### src/rtl/rob_wb_arbiter.sv
// Writeback arbiter: three one-entry holding buffers drained into the ROB result-write port.
// Optional macro WB_FIXED_PRIO_EN selects fixed priority BR > LSB > ALU instead of round-robin.
module rob_wb_arbiter #(
    parameter int TAG_W  = 4,
    parameter int DATA_W = 32
) (
    input  logic              clk,
    input  logic              rst,
    input  logic              rdy,
    input  logic              clear,
    input  logic              alu_valid,
    input  logic [TAG_W-1:0]  alu_tag,
    input  logic [DATA_W-1:0] alu_value,
    output logic              alu_accept,
    input  logic              lsb_valid,
    input  logic [TAG_W-1:0]  lsb_tag,
    input  logic [DATA_W-1:0] lsb_value,
    output logic              lsb_accept,
    input  logic              br_valid,
    input  logic [TAG_W-1:0]  br_tag,
    input  logic [DATA_W-1:0] br_value,
    input  logic [DATA_W-1:0] br_topc,
    output logic              br_accept,
    output logic              wb_valid,
    output logic [TAG_W-1:0]  wb_tag,
    output logic [DATA_W-1:0] wb_value,
    output logic [DATA_W-1:0] wb_topc,
    output logic              wb_topc_valid,
    output logic [1:0]        wb_src
);

    localparam int NSRC = 3;

    logic [NSRC-1:0]   in_v;
    logic [TAG_W-1:0]  in_tag   [NSRC];
    logic [DATA_W-1:0] in_value [NSRC];

    assign in_v        = {br_valid, lsb_valid, alu_valid};
    assign in_tag[0]   = alu_tag;
    assign in_tag[1]   = lsb_tag;
    assign in_tag[2]   = br_tag;
    assign in_value[0] = alu_value;
    assign in_value[1] = lsb_value;
    assign in_value[2] = br_value;

    logic [NSRC-1:0]   buf_v_q, buf_v_d;
    logic [TAG_W-1:0]  buf_tag_q   [NSRC];
    logic [TAG_W-1:0]  buf_tag_d   [NSRC];
    logic [DATA_W-1:0] buf_value_q [NSRC];
    logic [DATA_W-1:0] buf_value_d [NSRC];
    logic [DATA_W-1:0] buf_topc_q, buf_topc_d;

    logic              wb_valid_q, wb_valid_d;
    logic [TAG_W-1:0]  wb_tag_q, wb_tag_d;
    logic [DATA_W-1:0] wb_value_q, wb_value_d;
    logic [DATA_W-1:0] wb_topc_q, wb_topc_d;
    logic              wb_topc_valid_q, wb_topc_valid_d;
    logic [1:0]        wb_src_q, wb_src_d;

    logic [NSRC-1:0] grant;
    logic [NSRC-1:0] accept;
    logic [1:0]      gidx;
    logic            go;

    assign go = rdy & ~clear;

`ifdef WB_FIXED_PRIO_EN
    always_comb begin
        grant = '0;
        gidx  = 2'd0;
        if (go) begin
            if (buf_v_q[2]) begin
                grant = 3'b100;
                gidx  = 2'd2;
            end else if (buf_v_q[1]) begin
                grant = 3'b010;
                gidx  = 2'd1;
            end else if (buf_v_q[0]) begin
                grant = 3'b001;
                gidx  = 2'd0;
            end
        end
    end
`else
    logic [1:0] rr_q, rr_d;
    logic [1:0] idx;
    logic       found;

    // Walk the three sources starting at rr, wrapping 2 -> 0.
    always_comb begin
        grant = '0;
        gidx  = 2'd0;
        found = 1'b0;
        idx   = rr_q;
        for (int i = 0; i < NSRC; i++) begin
            if (go && !found && buf_v_q[idx]) begin
                found = 1'b1;
                gidx  = idx;
            end
            idx = (idx == 2'd2) ? 2'd0 : idx + 2'd1;
        end
        if (found) begin
            grant = 3'b001 << gidx;
        end
    end

    always_comb begin
        rr_d = rr_q;
        if (rdy && clear) begin
            rr_d = 2'd0;
        end else if (|grant) begin
            rr_d = (gidx == 2'd2) ? 2'd0 : gidx + 2'd1;
        end
    end

    always_ff @(posedge clk or negedge rst) begin
        if (!rst) begin
            rr_q <= 2'd0;
        end else begin
            rr_q <= rr_d;
        end
    end
`endif

    // Gated by rst so accepts read 0 while reset is held.
    assign accept     = {NSRC{rst & go}} & (~buf_v_q | grant);
    assign alu_accept = accept[0];
    assign lsb_accept = accept[1];
    assign br_accept  = accept[2];

    always_comb begin
        buf_v_d     = buf_v_q;
        buf_tag_d   = buf_tag_q;
        buf_value_d = buf_value_q;
        buf_topc_d  = buf_topc_q;
        if (rdy && clear) begin
            buf_v_d = '0;
        end else begin
            for (int i = 0; i < NSRC; i++) begin
                if (in_v[i] && accept[i]) begin
                    buf_v_d[i]     = 1'b1;
                    buf_tag_d[i]   = in_tag[i];
                    buf_value_d[i] = in_value[i];
                end else if (grant[i]) begin
                    buf_v_d[i] = 1'b0;
                end
            end
            if (in_v[2] && accept[2]) begin
                buf_topc_d = br_topc;
            end
        end
    end

    always_comb begin
        wb_valid_d      = wb_valid_q;
        wb_tag_d        = wb_tag_q;
        wb_value_d      = wb_value_q;
        wb_topc_d       = wb_topc_q;
        wb_topc_valid_d = wb_topc_valid_q;
        wb_src_d        = wb_src_q;
        if (rdy) begin
            if (clear) begin
                wb_valid_d      = 1'b0;
                wb_topc_valid_d = 1'b0;
            end else if (|grant) begin
                wb_valid_d      = 1'b1;
                wb_tag_d        = buf_tag_q[gidx];
                wb_value_d      = buf_value_q[gidx];
                wb_src_d        = gidx;
                wb_topc_valid_d = grant[2];
                wb_topc_d       = grant[2] ? buf_topc_q : '0;
            end else begin
                wb_valid_d      = 1'b0;
                wb_topc_valid_d = 1'b0;
            end
        end
    end

    always_ff @(posedge clk or negedge rst) begin
        if (!rst) begin
            buf_v_q    <= '0;
            buf_topc_q <= '0;
            for (int i = 0; i < NSRC; i++) begin
                buf_tag_q[i]   <= '0;
                buf_value_q[i] <= '0;
            end
            wb_valid_q      <= 1'b0;
            wb_tag_q        <= '0;
            wb_value_q      <= '0;
            wb_topc_q       <= '0;
            wb_topc_valid_q <= 1'b0;
            wb_src_q        <= 2'd0;
        end else begin
            buf_v_q     <= buf_v_d;
            buf_tag_q   <= buf_tag_d;
            buf_value_q <= buf_value_d;
            buf_topc_q  <= buf_topc_d;
            wb_valid_q      <= wb_valid_d;
            wb_tag_q        <= wb_tag_d;
            wb_value_q      <= wb_value_d;
            wb_topc_q       <= wb_topc_d;
            wb_topc_valid_q <= wb_topc_valid_d;
            wb_src_q        <= wb_src_d;
        end
    end

    assign wb_valid      = wb_valid_q;
    assign wb_tag        = wb_tag_q;
    assign wb_value      = wb_value_q;
    assign wb_topc       = wb_topc_q;
    assign wb_topc_valid = wb_topc_valid_q;
    assign wb_src        = wb_src_q;

endmodule

### config.mk
export PLATFORM = sky130hd
export DESIGN_NAME = rob_wb_arbiter
export DESIGN_NICKNAME = d
export VERILOG_FILES = /design/src/rtl/rob_wb_arbiter.sv
export SDC_FILE = /design/constraint.sdc
export NUM_CORES = 1
export LEC_CHECK = 0
export ABC_AREA = 1
export CAP_MARGIN = 40
export CORE_MARGIN = 1
export CORE_UTILIZATION = 36
export CTS_CLUSTER_SIZE = 20
export DETAILED_ROUTE_END_ITERATION = 6
export PLACE_DENSITY = 0.73
export SLEW_MARGIN = 20
export SYNTH_ARGS = -nofsm -noshare
export SYNTH_HDL_FRONTEND = slang
export SYNTH_SLANG_ARGS = --single-unit
### constraint.sdc
create_clock -name clk -period 4 [get_ports clk]
set_clock_uncertainty 0.1 [all_clocks]
set_input_delay 0.6 -clock clk [delete_from_list [all_inputs] [get_ports clk]]
set_output_delay 0.6 -clock clk [all_outputs]
set_load 0.005 [all_outputs]
==> results.md <==
* Status: finished, final reports clean
* Top-Level Pins at 222
* Share of cells above drive strength 1 at 7.237%
* Post-synthesis sequential area ratio at 58.22%
* # rows at 58
* Post-synth ARST share at 100.0%
* Crit-path leading delay family: buffers and inverters
* Post_cts resized at 0
* Avg Vias per Cell at 5.066
* CP Capture Type: output pin
* Fin worst setup slack at 0.4807 ns
* Synth top cells by count: 522 x nand2_1, 217 x dfrtp_1, 147 x nand3_1
* Slowest-stage cell, CP: clkdlybuf4s50_1
* Port Buffers at 221
* Register-to-register setup slack at 1.15 ns
* Critical Path AT at 2.82 ns
* CP peak stage delay at 0.52 ns
* Pwr dens at 645.5 nW/um^2
* Fmax at 284.2 MHz
* Leakage at 6.306 nW
* Die Span Y at 163.0 um
* Core ar. at 25,330 sq um
* DRC Markers at 0
* Area contributors post-synth: dfrtp_1 58%, nand2_1 21%, nand3_1 7.9%
* Setup Slack @ Placement at 0.5271 ns
* RSZ-0062 raised after global routing: false
* Period minus WS final at 3.519 ns
* Main flop type after synthesis: dfrtp_1
* Syn nets at 1,220
* Die width at 163.0 um
* Synthesized instance count at 1,073
* Post-synthesis register bit count at 217
* Worst path bufs/invs at 3
* Clock transition at path regs at 0.06 ns
* Startpoint Class: primary input
* Max clock buf depth at 3
* Clk Latency, worst-skew pair at 0.51 ns
* Synth Area per Inst at 8.693 sq um
* Largest net degree at the start of global routing at 69
* Worst Path Max Fanout at 7
* Final core utilization at 50.06%
* Post-Route WL at 28,450 um
* Die ar. at 26,560 sq um
* First-pass GRT wire length at 45,610 um
* DRT iter0 DRCs at 630
* Dpl hpwl at 18,050 um
* Tot Pwr at 8.184 mW
* Congestion Overflow GR at 0
* Final hold vios at 0
* ANT cells at 0
* Worst-Margin Slew at 0.5917 ns
* Post-synth top area share at 58.22%
* Clk sinks at 217
* First-pass DRT Iterations at 5
* Final std cells w/o fill at 1,615
* Post-route ant nets at 0
* Crit path cell chain: clkdlybuf4s50_1, inv_1, nor2_4, and2_1, nand3_1, nand3_2, nor2_2, nor2_4, nand3_2, a21oi_1, clkdlybuf4s50_1
* Fin. max-slew vios at 0
* Post-CTS Setup Inserts at 0
* # nets final at 1,418
* Period utilization at 87.98%
* Netlist cell types at 25
* Global router's overall resource usage at 21.98%
* Yosys warning count at 0
* # Max-Cap Violations at 0
* Total number of vias at 8,181
* Number of global-route vias before repair at 8,529
* Setup Total Neg Slack at 0 ns
* Final count of negative-setup-slack endpoints at 0
* CTS tree: yes
* Slew HR at 60.56%
* Starting density of the core at 36.83%
* Layout area overhead at 35.92%
* RD Place Congestion at 0.9211
* Cells after DPL at 1,571
* Post-synth top area cell: dfrtp_1
* Critical path required time at 3.30 ns
* CTS Root Cell: clkbuf_16
* Top-count cell post-synth: nand2_1
* Worst hold path class: primary input to register
* VDD IR max at 0.0003623 V
* CTS buffer count at 24
* Avg WL per Cell at 17.61 um
* Kind of critical path: primary input to output pin
* Initial antenna violation count at 1
* H-tree depth at 1
* Mapped cell area at 9328 sq um
* Number of synthesized flops with an enable pin at 0
-- tightest hold or removal path: stages --
cell,delay (ns)
buf_2,0.14
nand3_1,0.09
nand2_1,0.05
-- what timing repair did --
action | 4_1_cts | 5_1_grt
setup endpoints to repair | 0 | 0
hold buffers | 0 | 1
hold endpoints to repair | 0 | 8
-- flip-flops by register name, summed over array words and instances, names as in the netlist --
register	count
buf_tag_q	12
buf_v_q	3
rr_q	2
wb_src	2
wb_valid	1
wb_topc_valid	1
wb_value	32
wb_tag	4
buf_topc_q	32
wb_topc	32
buf_value_q	96
-- path summary, 6_finish.rpt --
path,endpoint,startpoint,cells after the start
worst min-delay path,buf_value_q[34],lsb_valid,3
worst max-delay path,alu_accept,rdy,11
worst max register to register,buf_value_q[39],rr_q[1],13
min in group asynchronous,wb_value[21],rst,3
worst min register to register,buf_value_q[46],buf_value_q[46],2
max in group asynchronous,buf_value_q[68],rst,6
-- cell usage in the layout, fill, tap and decap left out, types with 7 or more instances in the layout --
cell type        netlist  final
buf_4                  7     16
clkbuf_8               0      7
nand2_1              522    522
dfrtp_1              217    217
inv_1                  7      7
clkdlybuf4s50_1        0    217
clkbuf_16              0     25
nand3_1              147    146
nand4_1               37     37
inv_2                  7      7
a22o_1                32     32
-- layout make-up --
type | count | area (sq um)
Clock buffer | 34 | 729.5
Clock inverter | 6 | 88.84
Fill cell | 2344 | 12650
Inverter | 15 | 58.81
Multi-Input combinational cell | 768 | 3456
Sequential cell | 217 | 5430
Tap cell | 330 | 412.9
Timing Repair Buffer | 245 | 2502
-- per-layer routing --
metal / track usage [%] / part of all wire (%) / up-vias
li1: - / - / 3882
met1: 29.04 / 43 / 3951
met2: 38.03 / 49 / 302
met3: 3.030 / 5.9 / 46
met4: 5.183 / 2.0 / 0
met5: 0 / 0 / -
-- cell families (layout without fill, tap and decap cells) --
kind of cell / count (synthesis) / after routing / synth area share [%]
and+or+nand+nor: 729 / 729 / 33.53
buffers and inverters: 88 / 300 / 4.869
DFF: 217 / 217 / 58.22
AOI/OAI and AO/OA: 39 / 39 / 3.380
-- where the power goes --
part / total [mW] / switching, mW / leakage, nW / internal, mW
clock network: 2.27 / 0.882 / 0.403 / 1.39
registers: 3.38 / 0.438 / 2.78 / 2.94
logic: 2.53 / 1.31 / 3.13 / 1.22
total: 8.18 / 2.63 / 6.31 / 5.55
-- through the flow --
step / hold slack (ns) / cell area (sq um)
6_report: 0.3084 / 12680
5_1_grt: 0.3059 / 12680
4_1_cts: 0.2192 / 12590
3_5_place_dp: 0.3586 / 11780
3_3_place_gp: 0.3537 / 11720
2_1_floorplan: 0.2044 / 9328
No activity file was read; power rests on OpenSTA's default activity.
==> variant 1: new RTL, same settings <==
The option `WB_FIXED_PRIO_EN` is turned on by a define.
--- a/src/rtl/rob_wb_arbiter.sv
+++ b/src/rtl/rob_wb_arbiter.sv
@@ -1,4 +1,6 @@
 // Writeback arbiter: three one-entry holding buffers drained into the ROB result-write port.
 // Optional macro WB_FIXED_PRIO_EN selects fixed priority BR > LSB > ALU instead of round-robin.
+`define WB_FIXED_PRIO_EN
+
 module rob_wb_arbiter #(
     parameter int TAG_W  = 4,
Function: changed (a bounded check fails within 4 cycles, from zero or initial values and one cycle with rst low).
==> variant 1 against the original RTL <==
Sequential cell count fell by 2. Utilization shrank 0.26 points. Worst setup slack improved by 0.40 ns. Total power is 18% lower. Combinational power is 42% lower. Die area fell by 1.6%. Via count down 3.2%. Cell area down 1.4%. Synthesized area fell by 1.6%. Routed wire length down 8.1%. Critical endpoint unchanged. Largest power group unchanged.
==> variant 1: results (changes against the original RTL) <==
Worst hold path
  • HP Class: input port to async pin

Critical path
  • Crit path arrival time: 2.42 ns (-0.40 ns)
  • Largest stage delay on the critical path: 0.57 ns (+0.05 ns)
  • Critical Path End: alu_accept
  • Worst Reg2Reg Path Length in Cells: 7 (-6)
  • Flop2flop setup slack: 1.08 ns (-0.07 ns)
  • Critical path's top delay family: buffers and inverters
  • Reg2reg end: buf_value_q[62]
  • Crit Reg-Reg Startpoint: buf_v_q[2]
  • Crit-path max FO: 17 (+10)

STA
  • Measured slew at the worst slew-check pin: 0.648 ns (+0.0568 ns)

Synthesis
  • Netlist cell types: 23 (-8.0%)
  • Share of flip-flops with an asynchronous set or reset: 100% (unchanged)
  • Post-synth top cells: nand2_1 (338), dfrtp_1 (215), nand3_1 (112)
  • Post-synthesis cell count: 1,061 (-1.1%)
  • Syn. warnings: 0 (unchanged)
  • Compound-Gate Fraction of Synth Area: 7.55% (+4.2 points)
  • Syn Nets: 1,208 (-0.98%)
  • Synth top area cells: dfrtp_1 (59%), nand2_1 (14%), nand3_1 (6.1%)
  • Post-Synth XOR/XNOR Area: 0% (unchanged)
  • Register area share after synthesis: 58.6% (+0.42 points)

Power
  • Clk pwr share: 34.6% (+6.8 points)
  • Int Pwr: 4900 uW (-12%)
  • Peak supply drop: 0.000260 V (-28%)
  • Top pwr grp: sequential cells
  • Seq power: 2950 uW (-13%)
  • Leakage power figure: 0.00626 uW (-0.77%)

Layout
  • Largest register by flop count: buf_value_q
  • Share of layout cells above drive strength 1: 6.51% (-0.73 points)
  • Fillers: 2,345 (+0.043%)
  • Nets@finish: 1,404 (-0.99%)
  • Finished Layout Cells: 1,607 (-0.50%)

Routing
  • DR WL/cell: 16.3 um (-7.6%)
  • Met3 wire length: 1.72 mm (+1.9%)
  • 1st-iter DRT viols: 519 (-18%)
  • WL met1: 11.6 mm (-5.7%)
  • Via density: 4.93 (-2.7%)
  • First-pass DRT Iterations: 5 (unchanged)
  • Top Layer Used: met4
  • WL met2: 12.2 mm (-11%)

Placed design
  • Placer Congestion: 0.829 (-10%)
  • Final HPWL DP: 17.1 mm (-5.4%)
  • Port Buffers: 221 (unchanged)

CTS
  • Clock root buffer master: clkbuf_16
  • Post-CTS sizing: 0 (unchanged)
  • Clk pin slew, worst setup/hold paths: 0.06 ns (about the same)
  • Worst-skew pair later-pin latency: 0.53 ns (+0.02 ns)
  • Setup bufs post-CTS: 0 (unchanged)

Outcome
  • Outcome: completed

Global routing
  • Vias in the first global route: 7,924 (-7.1%)
  • M3 GR Usage: 3.95% (+0.92 points)
  • Routing usage on met2: 33.7% (-4.3 points)
  • First-pass GRT wire length: 41.7 mm (-8.5%)
  • Pin count of the biggest net entering global routing: 71 (+2.9%)
  • Gr usage total: 20.1% (-1.8 points)
  • Met1 Use GR: 26.7% (-2.3 points)
  • Initial antenna violation count: 1 (unchanged)
[variant 1: cell types whose count changed after synthesis, moves of 4 or more]
cell,change
o21ai_1,+11
nand3_1,-35
a22o_1,-32
o21ai_0,+18
buf_2,-9
a21oi_1,+97
clkbuf_1,+7
nand2_1,-184
inv_1,+60
nor2_2,-5
buf_4,+4
nor2_1,+69
[variant 1: area by class of cell]
class	instances	area share, %
repair buffers	242	19.5
diodes	2	0.0400
clock inverters	10	1.11
flip-flops and latches	215	43.0
well taps	330	3.30
inverters	71	2.13
multi-input cells	703	25.2
clock buffers	34	5.66
[variant 1: per-stage QoR]
stage	instance area, sq um	setup slack [ns]	utilization, %	hold slack (ns)	total power (uW)
floorplan	9180	2.01	-	0.204	3560
global placement	11600	0.912	46.0	0.354	4390
detailed placement	11600	0.782	46.2	0.358	4450
CTS	12500	0.859	49.6	0.0644	6800
global route	12500	0.771	49.8	0.103	7100
finish	12500	0.879	49.8	0.0563	6740
==> variant 2: new RTL, same settings <==
Made on the original files. Take the reset off `buf_topc_q`, `wb_tag_q` and `wb_value_q` and load them in a clocked block of their own.
--- a/src/rtl/rob_wb_arbiter.sv
+++ b/src/rtl/rob_wb_arbiter.sv
@@ -180,5 +180,4 @@
         if (!rst) begin
             buf_v_q    <= '0;
-            buf_topc_q <= '0;
             for (int i = 0; i < NSRC; i++) begin
                 buf_tag_q[i]   <= '0;
@@ -186,6 +185,4 @@
             end
             wb_valid_q      <= 1'b0;
-            wb_tag_q        <= '0;
-            wb_value_q      <= '0;
             wb_topc_q       <= '0;
             wb_topc_valid_q <= 1'b0;
@@ -195,12 +192,15 @@
             buf_tag_q   <= buf_tag_d;
             buf_value_q <= buf_value_d;
-            buf_topc_q  <= buf_topc_d;
             wb_valid_q      <= wb_valid_d;
-            wb_tag_q        <= wb_tag_d;
-            wb_value_q      <= wb_value_d;
             wb_topc_q       <= wb_topc_d;
             wb_topc_valid_q <= wb_topc_valid_d;
             wb_src_q        <= wb_src_d;
         end
+    end
+
+    always_ff @(posedge clk) begin
+        buf_topc_q <= buf_topc_d;
+        wb_tag_q   <= wb_tag_d;
+        wb_value_q <= wb_value_d;
     end
 
Formal check against the unedited RTL: differs if rst is asserted again (counterexample within 4 cycles, from zero or initial values and one cycle with rst low); with rst held inactive, the same outputs for 4 cycles.
==> variant 2 against the original RTL <==
Routed wire length down 8.7%. Clock power decreased by 8.8%. Synthesized area is 4.2% lower. Cell area decreased by 4.0%. Total power shrank 9.6%. Utilization barely moved. Sequential cell count stayed put. Worst setup slack improved by 0.041 ns. Largest power group unchanged.
==> variant 2: results (changes against the original RTL) <==
Synthesis
  • Post-synth EDFFs: 68 (+68)
  • Post-synth top cells: nand2_1 (366), dfrtp_1 (149), nand3_1 (115)
  • Register area share after synthesis: 64.6% (+6.4 points)
  • Netlist cell types: 24 (-4.0%)
  • Synth top area cells: dfrtp_1 (42%), edfxtp_1 (23%), nand2_1 (15%)
  • Syn Nets: 1,065 (-13%)

Layout
  • Share of layout cells above drive strength 1: 8.13% (+0.89 points)
  • Nets@finish: 1,273 (-10%)
  • Antenna fix cells: 0 (unchanged)

Worst hold path
  • Worst hold path stage count: 2 (-1)
  • Hold EP: wb_topc[12]
  • HP Class: flip-flop to flip-flop
  • Hold Crit Start: buf_topc_q[12]

STA
  • Max-slew violation count: 0 (unchanged)
  • Hold WS: 0.356 ns (+0.0477 ns)

Global routing
  • Vias in the first global route: 7,293 (-14%)
  • First-pass GRT wire length: 40.4 mm (-11%)
  • Initial antenna violation count: 0 (-1)

Routing
  • First-pass DRT Iterations: 6 (+1)
  • Post-route antenna net violation count: 0 (unchanged)
  • Detailed Route WL: 26.0 mm (-8.7%)
  • Via density: 5.09 (+0.51%)
  • 1st-iter DRT viols: 809 (+28%)

Critical path
  • Worst Reg2Reg Path Length in Cells: 10 (-3)
  • Crit path arrival time: 2.78 ns (-0.04 ns)
  • Reg2reg end: wb_topc[17]
  • Flop2flop setup slack: 1.11 ns (-0.04 ns)
  • Crit-path max FO: 5 (-2)

Outcome
  • Outcome: completed

Placed design
  • Placer Congestion: 0.809 (-12%)
  • Final HPWL DP: 16.5 mm (-8.7%)

CTS
  • Clk pin slew, worst setup/hold paths: 0.06 ns (about the same)
  • Clock root buffer master: clkbuf_16

Power
  • Int Pwr: 5160 uW (-7.0%)
  • Peak supply drop: 0.000259 V (-28%)
  • Leakage power figure: 0.00553 uW (-12%)
variant 2: worst max path at each step:
| stage | slack, ns | to | cells after the start | start |
|---|---|---|---|---|
| 2_1_floorplan | 0.89 | wb_src[1] | 10 | rdy |
| 3_3_place_gp | 0.60 | lsb_accept | 12 | rdy |
| 3_5_place_dp | 0.57 | lsb_accept | 12 | rdy |
| 4_1_cts | 0.52 | alu_accept | 6 | rst |
| 5_1_grt | 0.39 | lsb_accept | 12 | rdy |
| 6_report | 0.52 | lsb_accept | 12 | rdy |
variant 2: what timing repair did:
| item | 4_1_cts | 5_1_grt |
|---|---|---|
| hold endpoints to repair | 24 | 0 |
| hold buffers | 1 | 0 |
| setup endpoints to repair | 0 | 0 |
variant 2: power groups by stage:
stage	Clock (uW)	Combinational, uW	Sequential, uW
CTS	2120	2000	3330
finish	2070	1980	3340
floorplan	0	962	3320
detailed placement	0	1990	3360
global route	2210	2180	3400
global placement	0	1920	3360
variant 2: layout make-up:
class	count	area (sq um)
Fill cell	2175	12200
Sequential cell	217	5770
Multi-Input combinational cell	624	2790
Timing Repair Buffer	243	2400
Clock buffer	37	701
Tap cell	324	405
Inverter	16	62.6
Clock inverter	7	38.8
variant 2: logic make-up (layout without fill, tap and decap cells):
group           after synthesis  after routing  synth area share [%]
flops                       217            217                  64.6
compound gates               77             77                  4.38
buf+inv                      77            303                  4.47
simple gates                547            547                  26.5
variant 2: through the flow:
step,setup WS [ns],std cells,power [uW],instance area (sq um)
final,0.522,1468,7390,12200
after global routing,0.393,1468,7800,12200
after CTS,0.519,1468,7440,12200
after floorplan,0.887,918,4280,8930
after global placement,0.600,1422,5280,11400
after detailed placement,0.570,1423,5350,11400
variant 2: worst max-delay path, stage by stage:
cell and delay, ns:
clkdlybuf4s50_1 0.50, inv_1 0.08, nor2_2 0.17, nand3_1 0.13, nor2_2 0.11, nand3_2 0.14
nor2_1 0.20, nor2_4 0.07, nand2_1 0.09, nand2_1 0.07, inv_2 0.11, clkdlybuf4s50_1 0.51
variant 2: metal layers:
layer,up-vias,track usage [%],part of all wire [%]
met1,3608,27.7,43
met4,0,6.77,2.9
met2,341,32.7,47
met5,-,0,0
met3,55,3.41,7.1
li1,3470,-,-
